[config.mk]
export PLATFORM = sky130hd
export DESIGN_NAME = tlb_port_arbiter_flat
export DESIGN_NICKNAME = d
export VERILOG_FILES = /design/src/rtl/mmu_pkg.sv /design/src/rtl/tlb_port_arbiter_if.sv /design/src/rtl/tlb_perm_check.sv /design/src/rtl/tlb_port_arbiter.sv /design/src/flat_wrapper.sv
export SDC_FILE = /design/constraint.sdc
export NUM_CORES = 1
export LEC_CHECK = 0
export ABC_AREA = 1
export ABC_CLOCK_PERIOD_IN_PS = 3200
export CORE_MARGIN = 2
export CORE_UTILIZATION = 43
export DETAILED_ROUTE_END_ITERATION = 10
export GPL_TIMING_DRIVEN = 0
export PLACE_DENSITY = 0.87
export SYNTH_ARGS = -nofsm -noshare
export SYNTH_HDL_FRONTEND = slang
export SYNTH_SLANG_ARGS = --single-unit
[constraint.sdc]
create_clock -name clk -period 3.2 [get_ports clk]
set_input_delay 0.64 -clock clk [delete_from_list [all_inputs] [get_ports clk]]
set_output_delay 0.64 -clock clk [all_outputs]
set_load 0.01 [all_outputs]
[src/rtl/mmu_pkg.sv]
// Shared types for the TLB search-port arbiter: exception codes, arbiter
// states, requester identity, and the physical-address assembly helper.
package mmu_pkg;

   localparam int unsigned PAGE_OFS_W = 12;  // 4 KB pages only

   typedef enum logic [2:0] {
      ECODE_NONE = 3'd0,
      ECODE_TLBR = 3'd1,
      ECODE_PIL  = 3'd2,
      ECODE_PIS  = 3'd3,
      ECODE_PIF  = 3'd4,
      ECODE_PME  = 3'd5,
      ECODE_PPI  = 3'd6
   } ecode_t;

   typedef enum logic [1:0] {
      ST_IDLE   = 2'd0,
      ST_LOOKUP = 2'd1,
      ST_RESP   = 2'd2
   } arb_state_t;

   typedef enum logic {
      REQ_IF = 1'b0,
      REQ_LS = 1'b1
   } req_id_t;

   function automatic logic [31:0] make_paddr(input logic [19:0] ppn,
                                              input logic [PAGE_OFS_W-1:0] ofs);
      return {ppn, ofs};
   endfunction

endpackage

[src/rtl/tlb_port_arbiter_if.sv]
// Bundle of request, TLB search and response signals around the arbiter.
// master = pipeline front ends + TLB side, slave = the arbiter itself.
interface tlb_port_arbiter_if;
   import mmu_pkg::*;

   logic        flush;
   logic [1:0]  csr_plv;

   logic        if_req_valid;
   logic        if_req_ready;
   logic [31:0] if_vaddr;

   logic        ls_req_valid;
   logic        ls_req_ready;
   logic [31:0] ls_vaddr;
   logic        ls_is_store;

   logic        tlb_s_valid;
   logic [18:0] tlb_s_vppn;
   logic        tlb_s_va_bit12;
   logic        tlb_s_found;
   logic [19:0] tlb_s_ppn;
   logic        tlb_s_v;
   logic        tlb_s_d;
   logic [1:0]  tlb_s_plv;

   logic        if_resp_valid;
   logic        if_resp_ready;
   logic        ls_resp_valid;
   logic        ls_resp_ready;
   logic [31:0] resp_paddr;
   ecode_t      resp_ecode;

   modport master (
      output flush, csr_plv,
      output if_req_valid, if_vaddr,
      output ls_req_valid, ls_vaddr, ls_is_store,
      output tlb_s_found, tlb_s_ppn, tlb_s_v, tlb_s_d, tlb_s_plv,
      output if_resp_ready, ls_resp_ready,
      input  if_req_ready, ls_req_ready,
      input  tlb_s_valid, tlb_s_vppn, tlb_s_va_bit12,
      input  if_resp_valid, ls_resp_valid, resp_paddr, resp_ecode
   );

   modport slave (
      input  flush, csr_plv,
      input  if_req_valid, if_vaddr,
      input  ls_req_valid, ls_vaddr, ls_is_store,
      input  tlb_s_found, tlb_s_ppn, tlb_s_v, tlb_s_d, tlb_s_plv,
      input  if_resp_ready, ls_resp_ready,
      output if_req_ready, ls_req_ready,
      output tlb_s_valid, tlb_s_vppn, tlb_s_va_bit12,
      output if_resp_valid, ls_resp_valid, resp_paddr, resp_ecode
   );

endinterface

[src/rtl/tlb_perm_check.sv]
// Combinational permission check on a TLB search result. The first failing
// check in priority order determines the exception code.
module tlb_perm_check
   import mmu_pkg::*;
(
   input  logic       found_i,
   input  logic       v_i,
   input  logic       d_i,
   input  logic [1:0] plv_i,
   input  logic [1:0] csr_plv_i,
   input  req_id_t    req_i,
   input  logic       store_i,
   output ecode_t     ecode_o
);

   // Priority: miss, invalid page, privilege, clean page written by a store.
   always_comb begin
      ecode_o = ECODE_NONE;
      if (!found_i) begin
         ecode_o = ECODE_TLBR;
      end else if (!v_i) begin
         if (req_i == REQ_IF)  ecode_o = ECODE_PIF;
         else if (store_i)     ecode_o = ECODE_PIS;
         else                  ecode_o = ECODE_PIL;
      end else if (csr_plv_i > plv_i) begin
         ecode_o = ECODE_PPI;
      end else if ((req_i == REQ_LS) && store_i && !d_i) begin
         ecode_o = ECODE_PME;
      end
   end

endmodule

[src/rtl/tlb_port_arbiter.sv]
// Shares one TLB search port between IF and LS. LS normally wins; a pending
// IF request that has lost STARVE_LIMIT consecutive arbitrations is forced
// through. One translation is in flight at a time: IDLE -> LOOKUP -> RESP.
module tlb_port_arbiter
   import mmu_pkg::*;
#(
   parameter int unsigned STARVE_LIMIT = 4
)
(
   input logic               clk,
   input logic               reset,
   tlb_port_arbiter_if.slave bus
);

   localparam int unsigned CNT_W = (STARVE_LIMIT < 1) ? 1 : $clog2(STARVE_LIMIT + 1);
   localparam logic [CNT_W-1:0] CNT_MAX = CNT_W'(STARVE_LIMIT);

   arb_state_t            state_q, state_d;
   logic [CNT_W-1:0]      starve_q, starve_d;
   logic [PAGE_OFS_W-1:0] ofs_q, ofs_d;
   req_id_t               id_q, id_d;
   logic                  store_q, store_d;
   logic [31:0]           paddr_q, paddr_d;
   ecode_t                ecode_q, ecode_d;

   logic        force_if;
   logic        grant_ls;
   logic        grant_if;
   logic        accept;
   logic        resp_hs;
   logic [31:0] win_vaddr;
   ecode_t      chk_ecode;

   tlb_perm_check u_perm (
      .found_i   (bus.tlb_s_found),
      .v_i       (bus.tlb_s_v),
      .d_i       (bus.tlb_s_d),
      .plv_i     (bus.tlb_s_plv),
      .csr_plv_i (bus.csr_plv),
      .req_i     (id_q),
      .store_i   (store_q),
      .ecode_o   (chk_ecode)
   );

   // Arbitration: LS priority unless IF has hit the starvation limit.
   always_comb begin
      force_if  = (starve_q == CNT_MAX) && bus.if_req_valid;
      grant_ls  = bus.ls_req_valid && !force_if;
      grant_if  = bus.if_req_valid && !grant_ls;
      accept    = (state_q == ST_IDLE) && !bus.flush && !reset && (grant_ls || grant_if);
      win_vaddr = grant_ls ? bus.ls_vaddr : bus.if_vaddr;
      resp_hs   = (id_q == REQ_IF) ? bus.if_resp_ready : bus.ls_resp_ready;
   end

   // Handshake, search strobe and response outputs.
   always_comb begin
      bus.if_req_ready   = accept && grant_if;
      bus.ls_req_ready   = accept && grant_ls;
      bus.tlb_s_valid    = accept;
      bus.tlb_s_vppn     = win_vaddr[31:13];
      bus.tlb_s_va_bit12 = win_vaddr[12];
      bus.if_resp_valid  = (state_q == ST_RESP) && (id_q == REQ_IF);
      bus.ls_resp_valid  = (state_q == ST_RESP) && (id_q == REQ_LS);
      bus.resp_paddr     = paddr_q;
      bus.resp_ecode     = ecode_q;
   end

   // Next-state, starvation counter and latched request context.
   always_comb begin
      state_d  = state_q;
      starve_d = starve_q;
      ofs_d    = ofs_q;
      id_d     = id_q;
      store_d  = store_q;
      paddr_d  = paddr_q;
      ecode_d  = ecode_q;

      if (bus.flush) begin
         state_d  = ST_IDLE;
         starve_d = '0;
      end else begin
         unique case (state_q)
            ST_IDLE: begin
               if (!bus.if_req_valid || grant_if) begin
                  starve_d = '0;
               end else if (starve_q != CNT_MAX) begin
                  starve_d = starve_q + 1'b1;
               end
               if (accept) begin
                  ofs_d   = win_vaddr[PAGE_OFS_W-1:0];
                  id_d    = grant_ls ? REQ_LS : REQ_IF;
                  store_d = grant_ls && bus.ls_is_store;
                  state_d = ST_LOOKUP;
               end
            end
            ST_LOOKUP: begin
               ecode_d = chk_ecode;
               paddr_d = (chk_ecode == ECODE_NONE) ? make_paddr(bus.tlb_s_ppn, ofs_q) : '0;
               state_d = ST_RESP;
            end
            ST_RESP: begin
               if (resp_hs) state_d = ST_IDLE;
            end
            default: state_d = ST_IDLE;
         endcase
      end
   end

   // State and context registers.
   always_ff @(posedge clk) begin
      if (reset) begin
         state_q  <= ST_IDLE;
         starve_q <= '0;
         ofs_q    <= '0;
         id_q     <= REQ_IF;
         store_q  <= 1'b0;
         paddr_q  <= '0;
         ecode_q  <= ECODE_NONE;
      end else begin
         state_q  <= state_d;
         starve_q <= starve_d;
         ofs_q    <= ofs_d;
         id_q     <= id_d;
         store_q  <= store_d;
         paddr_q  <= paddr_d;
         ecode_q  <= ecode_d;
      end
   end

endmodule

[src/flat_wrapper.sv]
// flat-port wrapper written by rule: the top's interface ports become plain ports
module tlb_port_arbiter_flat import mmu_pkg::*;
#(
   parameter int unsigned STARVE_LIMIT = 4
)
  (clk, reset, bus_flush, bus_csr_plv, bus_if_req_valid, bus_if_vaddr, bus_ls_req_valid, bus_ls_vaddr, bus_ls_is_store, bus_tlb_s_found, bus_tlb_s_ppn, bus_tlb_s_v, bus_tlb_s_d, bus_tlb_s_plv, bus_if_resp_ready, bus_ls_resp_ready, bus_if_req_ready, bus_ls_req_ready, bus_tlb_s_valid, bus_tlb_s_vppn, bus_tlb_s_va_bit12, bus_if_resp_valid, bus_ls_resp_valid, bus_resp_paddr, bus_resp_ecode);
  tlb_port_arbiter_if bus_i ();
  input logic clk;
  input logic reset;
  input wire logic [$bits(bus_i.flush)-1:0] bus_flush;
  input wire logic [$bits(bus_i.csr_plv)-1:0] bus_csr_plv;
  input wire logic [$bits(bus_i.if_req_valid)-1:0] bus_if_req_valid;
  input wire logic [$bits(bus_i.if_vaddr)-1:0] bus_if_vaddr;
  input wire logic [$bits(bus_i.ls_req_valid)-1:0] bus_ls_req_valid;
  input wire logic [$bits(bus_i.ls_vaddr)-1:0] bus_ls_vaddr;
  input wire logic [$bits(bus_i.ls_is_store)-1:0] bus_ls_is_store;
  input wire logic [$bits(bus_i.tlb_s_found)-1:0] bus_tlb_s_found;
  input wire logic [$bits(bus_i.tlb_s_ppn)-1:0] bus_tlb_s_ppn;
  input wire logic [$bits(bus_i.tlb_s_v)-1:0] bus_tlb_s_v;
  input wire logic [$bits(bus_i.tlb_s_d)-1:0] bus_tlb_s_d;
  input wire logic [$bits(bus_i.tlb_s_plv)-1:0] bus_tlb_s_plv;
  input wire logic [$bits(bus_i.if_resp_ready)-1:0] bus_if_resp_ready;
  input wire logic [$bits(bus_i.ls_resp_ready)-1:0] bus_ls_resp_ready;
  output wire logic [$bits(bus_i.if_req_ready)-1:0] bus_if_req_ready;
  output wire logic [$bits(bus_i.ls_req_ready)-1:0] bus_ls_req_ready;
  output wire logic [$bits(bus_i.tlb_s_valid)-1:0] bus_tlb_s_valid;
  output wire logic [$bits(bus_i.tlb_s_vppn)-1:0] bus_tlb_s_vppn;
  output wire logic [$bits(bus_i.tlb_s_va_bit12)-1:0] bus_tlb_s_va_bit12;
  output wire logic [$bits(bus_i.if_resp_valid)-1:0] bus_if_resp_valid;
  output wire logic [$bits(bus_i.ls_resp_valid)-1:0] bus_ls_resp_valid;
  output wire logic [$bits(bus_i.resp_paddr)-1:0] bus_resp_paddr;
  output wire logic [$bits(bus_i.resp_ecode)-1:0] bus_resp_ecode;
  assign bus_i.flush = bus_flush;
  assign bus_i.csr_plv = bus_csr_plv;
  assign bus_i.if_req_valid = bus_if_req_valid;
  assign bus_i.if_vaddr = bus_if_vaddr;
  assign bus_i.ls_req_valid = bus_ls_req_valid;
  assign bus_i.ls_vaddr = bus_ls_vaddr;
  assign bus_i.ls_is_store = bus_ls_is_store;
  assign bus_i.tlb_s_found = bus_tlb_s_found;
  assign bus_i.tlb_s_ppn = bus_tlb_s_ppn;
  assign bus_i.tlb_s_v = bus_tlb_s_v;
  assign bus_i.tlb_s_d = bus_tlb_s_d;
  assign bus_i.tlb_s_plv = bus_tlb_s_plv;
  assign bus_i.if_resp_ready = bus_if_resp_ready;
  assign bus_i.ls_resp_ready = bus_ls_resp_ready;
  assign bus_if_req_ready = bus_i.if_req_ready;
  assign bus_ls_req_ready = bus_i.ls_req_ready;
  assign bus_tlb_s_valid = bus_i.tlb_s_valid;
  assign bus_tlb_s_vppn = bus_i.tlb_s_vppn;
  assign bus_tlb_s_va_bit12 = bus_i.tlb_s_va_bit12;
  assign bus_if_resp_valid = bus_i.if_resp_valid;
  assign bus_ls_resp_valid = bus_i.ls_resp_valid;
  assign bus_resp_paddr = bus_i.resp_paddr;
  assign bus_resp_ecode = bus_i.resp_ecode;
  tlb_port_arbiter #(.STARVE_LIMIT(STARVE_LIMIT)) u_core (.clk(clk), .reset(reset), .bus(bus_i));
endmodule
==> results.json <==
{
  "route.vias.total": 3483,
  "peakVddDrop_uv": 204.9,
  "dieArea_mm2": 0.007683,
  "clock_latency_ns": 0.31,
  "syn_nets": 577,
  "wl_met1_um": 3410,
  "crit_fanout": 10,
  "yosys_warnings": 0,
  "final_area_mm2": 0.004887,
  "coreArea_mm2": 0.006794,
  "p_sw_share_pct": 23.90,
  "grt_overflow_total": 0,
  "tns_ns": 0,
  "async_flop_share_pct": 0,
  "report.final.slew_viol_count": 0,
  "postPlaceCellArea_mm2": 0.004711,
  "place_congestion": 0.8589,
  "maxCapViolCount": 0,
  "ios": 159,
  "synth_edf_count": 0,
  "grt_pass1_vias": 3259,
  "fin_cells": 737,
  "cts_buffers": 5,
  "cts_tree": "done",
  "numPortBuffers": 158,
  "die_y_um": 87.66,
  "initial_utilization_pct": 44.29,
  "fin_total_pwr_mw": 1.638,
  "synth_area_leaders": "dfxtp_1, nand2_1, nor2_1, a21oi_1, buf_4",
  "area.growth.synth_to_final_pct": 62.41,
  "slew_headroom_pct": 66.83,
  "synth.distinct_cells": 29,
  "ys_seq_area_share_pct": 35.93,
  "hpwl_um": 7045,
  "tightest_slew_ns": 0.4975,
  "crit_required_ns": 2.56,
  "grt_pass1_wl_um": 14070,
  "antenna_cells": 0,
  "ys.flop_type": "dfxtp_1",
  "p_clk_share_pct": 33.5,
  "power_density_mw_per_mm2": 335.1,
  "min_period_ns": 3.107,
  "synth-simple-area-share_pct": 36.72,
  "rows": 30,
  "finalHoldViolCount": 0,
  "synth_common_cells": "nand2_1, nor2_1, dfxtp_1",
  "antenna_found_initial": 0,
  "clock_sinks": 54,
  "grtUsageTotal_pct": 22.68,
  "synth_top_area_share_pct": 35.93,
  "fmax_mhz": 321.8,
  "h-tree-depth": 2,
  "finClkSkew_ns": 0.006800,
  "sequentialPowerShare_pct": 42.5,
  "comb_power_share_pct": 24.0,
  "crit_arrival_ns": 2.47,
  "drt_iter0_drc": 125,
  "finalWirelength_um": 8754,
  "switching_power_mw": 0.3914,
  "wl_met2_um": 4325,
  "synthMuxAreaShare_pct": 0,
  "synth_seq_cells": 54,
  "synthAdderAreaFrac_pct": 1.663,
  "synth_compound_area_share_pct": 9.023,
  "rsz0062_at_grt": "no",
  "drive_above_1_share_pct": 11.54,
  "place_inst": 728,
  "drc": 0,
  "top_layer": "met4",
  "avgSynthCellArea_um2": 6.348,
  "wl_met3_um": 869,
  "internal-power_mw": 1.246,
  "grt_max_degree": 17,
  "nNetsFinal": 743,
  "leakagePower_nw": 2.082,
  "drt_pass1_iterations": 4,
  "final_util_pct": 71.93,
  "end_kind": "output port",
  "pre_cts_ws_ns": -0.2442,
  "yosysMostFrequentCell": "nand2_1",
  "whs_ns": 0.4692,
  "hold_buffers": 0,
  "synth.cell_area_mm2": 0.003009,
  "viasPerCell": 4.726,
  "finalSetupViolations": 0,
  "worst_hold_path_type": "reg -> reg",
  "status": "finished, final reports clean",
  "critPathLaunchType": "primary input",
  "layout_setup_ws_ns": 0.09296,
  "ctsLongestPathBuffers": 2,
  "clock-root-buffer": "clkbuf_8",
  "wl_per_cell_um": 11.88,
  "synthXorXnorAreaFrac_pct": 0.5821,
  "yosysTopAreaCell": "dfxtp_1",
  "die_x_um": 87.66,
  "synth_cells": 474,
  "synth_top_family_by_area": "simple AND/OR/NAND/NOR gates",
  "clkTransAtPathRegs_ns": 0.09,
  "antenna_left": 0,
  "finalCritPeriodShare_pct": 97.10,
  "path_class": "in -> out"
}
registers in the layout, indices dropped and copies added (netlist names):
| signal | count |
|---|---|
| u_core.bus.resp_paddr | 32 |
| u_core.ofs_q | 12 |
| u_core.bus.resp_ecode | 3 |
| u_core.starve_q | 3 |
| u_core.state_q | 2 |
| u_core.id_q | 1 |
| u_core.store_q | 1 |
power groups by stage:
stage,Clock (mW),Combinational [mW],Sequential (mW)
2_1_floorplan,0,0.173,0.712
3_3_place_gp,0,0.379,0.711
3_5_place_dp,0,0.388,0.711
4_1_cts,0.560,0.393,0.696
5_1_grt,0.579,0.426,0.698
6_report,0.549,0.393,0.696
worst paths after layout:
path                                                  end                     start  depth (start not counted)  slack [ns]
worst min register to register   u_core.bus.resp_paddr[8]  u_core.bus.resp_paddr[8]                          2        0.47
worst min-delay path             u_core.bus.resp_paddr[8]  u_core.bus.resp_paddr[8]                          2        0.47
worst max register to register  u_core.bus.resp_paddr[27]               u_core.id_q                         10        1.56
worst max-delay path                    bus_tlb_s_vppn[1]          bus_if_req_valid                          8        0.09
cells in the final DEF, fill, tap and decap left out, drive strengths merged:
| cell | n |
|---|---|
| a21oi | 33 |
| o21ai | 16 |
| or2 | 1 |
| buf | 41 |
| nor2 | 102 |
| dfxtp | 54 |
| nand3 | 19 |
| nand4 | 16 |
| xor2 | 2 |
| nor3b | 1 |
| nand2 | 128 |
| bufinv | 2 |
| dlymetal6s2s | 1 |
| clkinv | 1 |
| a21boi | 2 |
| nor3 | 1 |
| clkdlybuf4s50 | 157 |
| clkbuf | 12 |
| inv | 47 |
| o211ai | 1 |
| ha | 4 |
routing by layer:
metal  up-vias  track usage [%]
met5         -                0
met4         0            5.874
met3        15            7.634
met2       147            42.36
met1      1544            24.36
li1       1777                -
cell type report:
class / instances / area (um^2)
Fill cell: 576 / 1907
Timing Repair Buffer: 160 / 1599
Multi-Input combinational cell: 326 / 1454
Sequential cell: 54 / 1081
Buffer: 45 / 302.8
Inverter: 48 / 187.7
Tap cell: 96 / 120.1
Clock buffer: 6 / 82.58
Clock inverter: 2 / 60.06
worst max-delay path: stages:
cell and delay [ns]:
clkdlybuf4s50_1 0.52, nand3_1 0.11, nand2_2 0.16, buf_2 0.24, nand2_1 0.09, nand2_1 0.08, buf_4 0.10, clkdlybuf4s50_1 0.52
repair_timing:
action	CTS	global route
gates resized for setup	7	6
endpoints found under the setup margin	21	9
buffers inserted	2	0
cloned	0	0
logic make-up (layout without fill, tap and decap cells):
kind of cell | after synthesis | after routing
flops | 54 | 54
xor+xnor | 2 | 2
buf+inv | 94 | 261
fa+ha+maj | 4 | 4
simple gates | 268 | 268
compound gates | 52 | 52
Power figures use the tool's default switching activity.
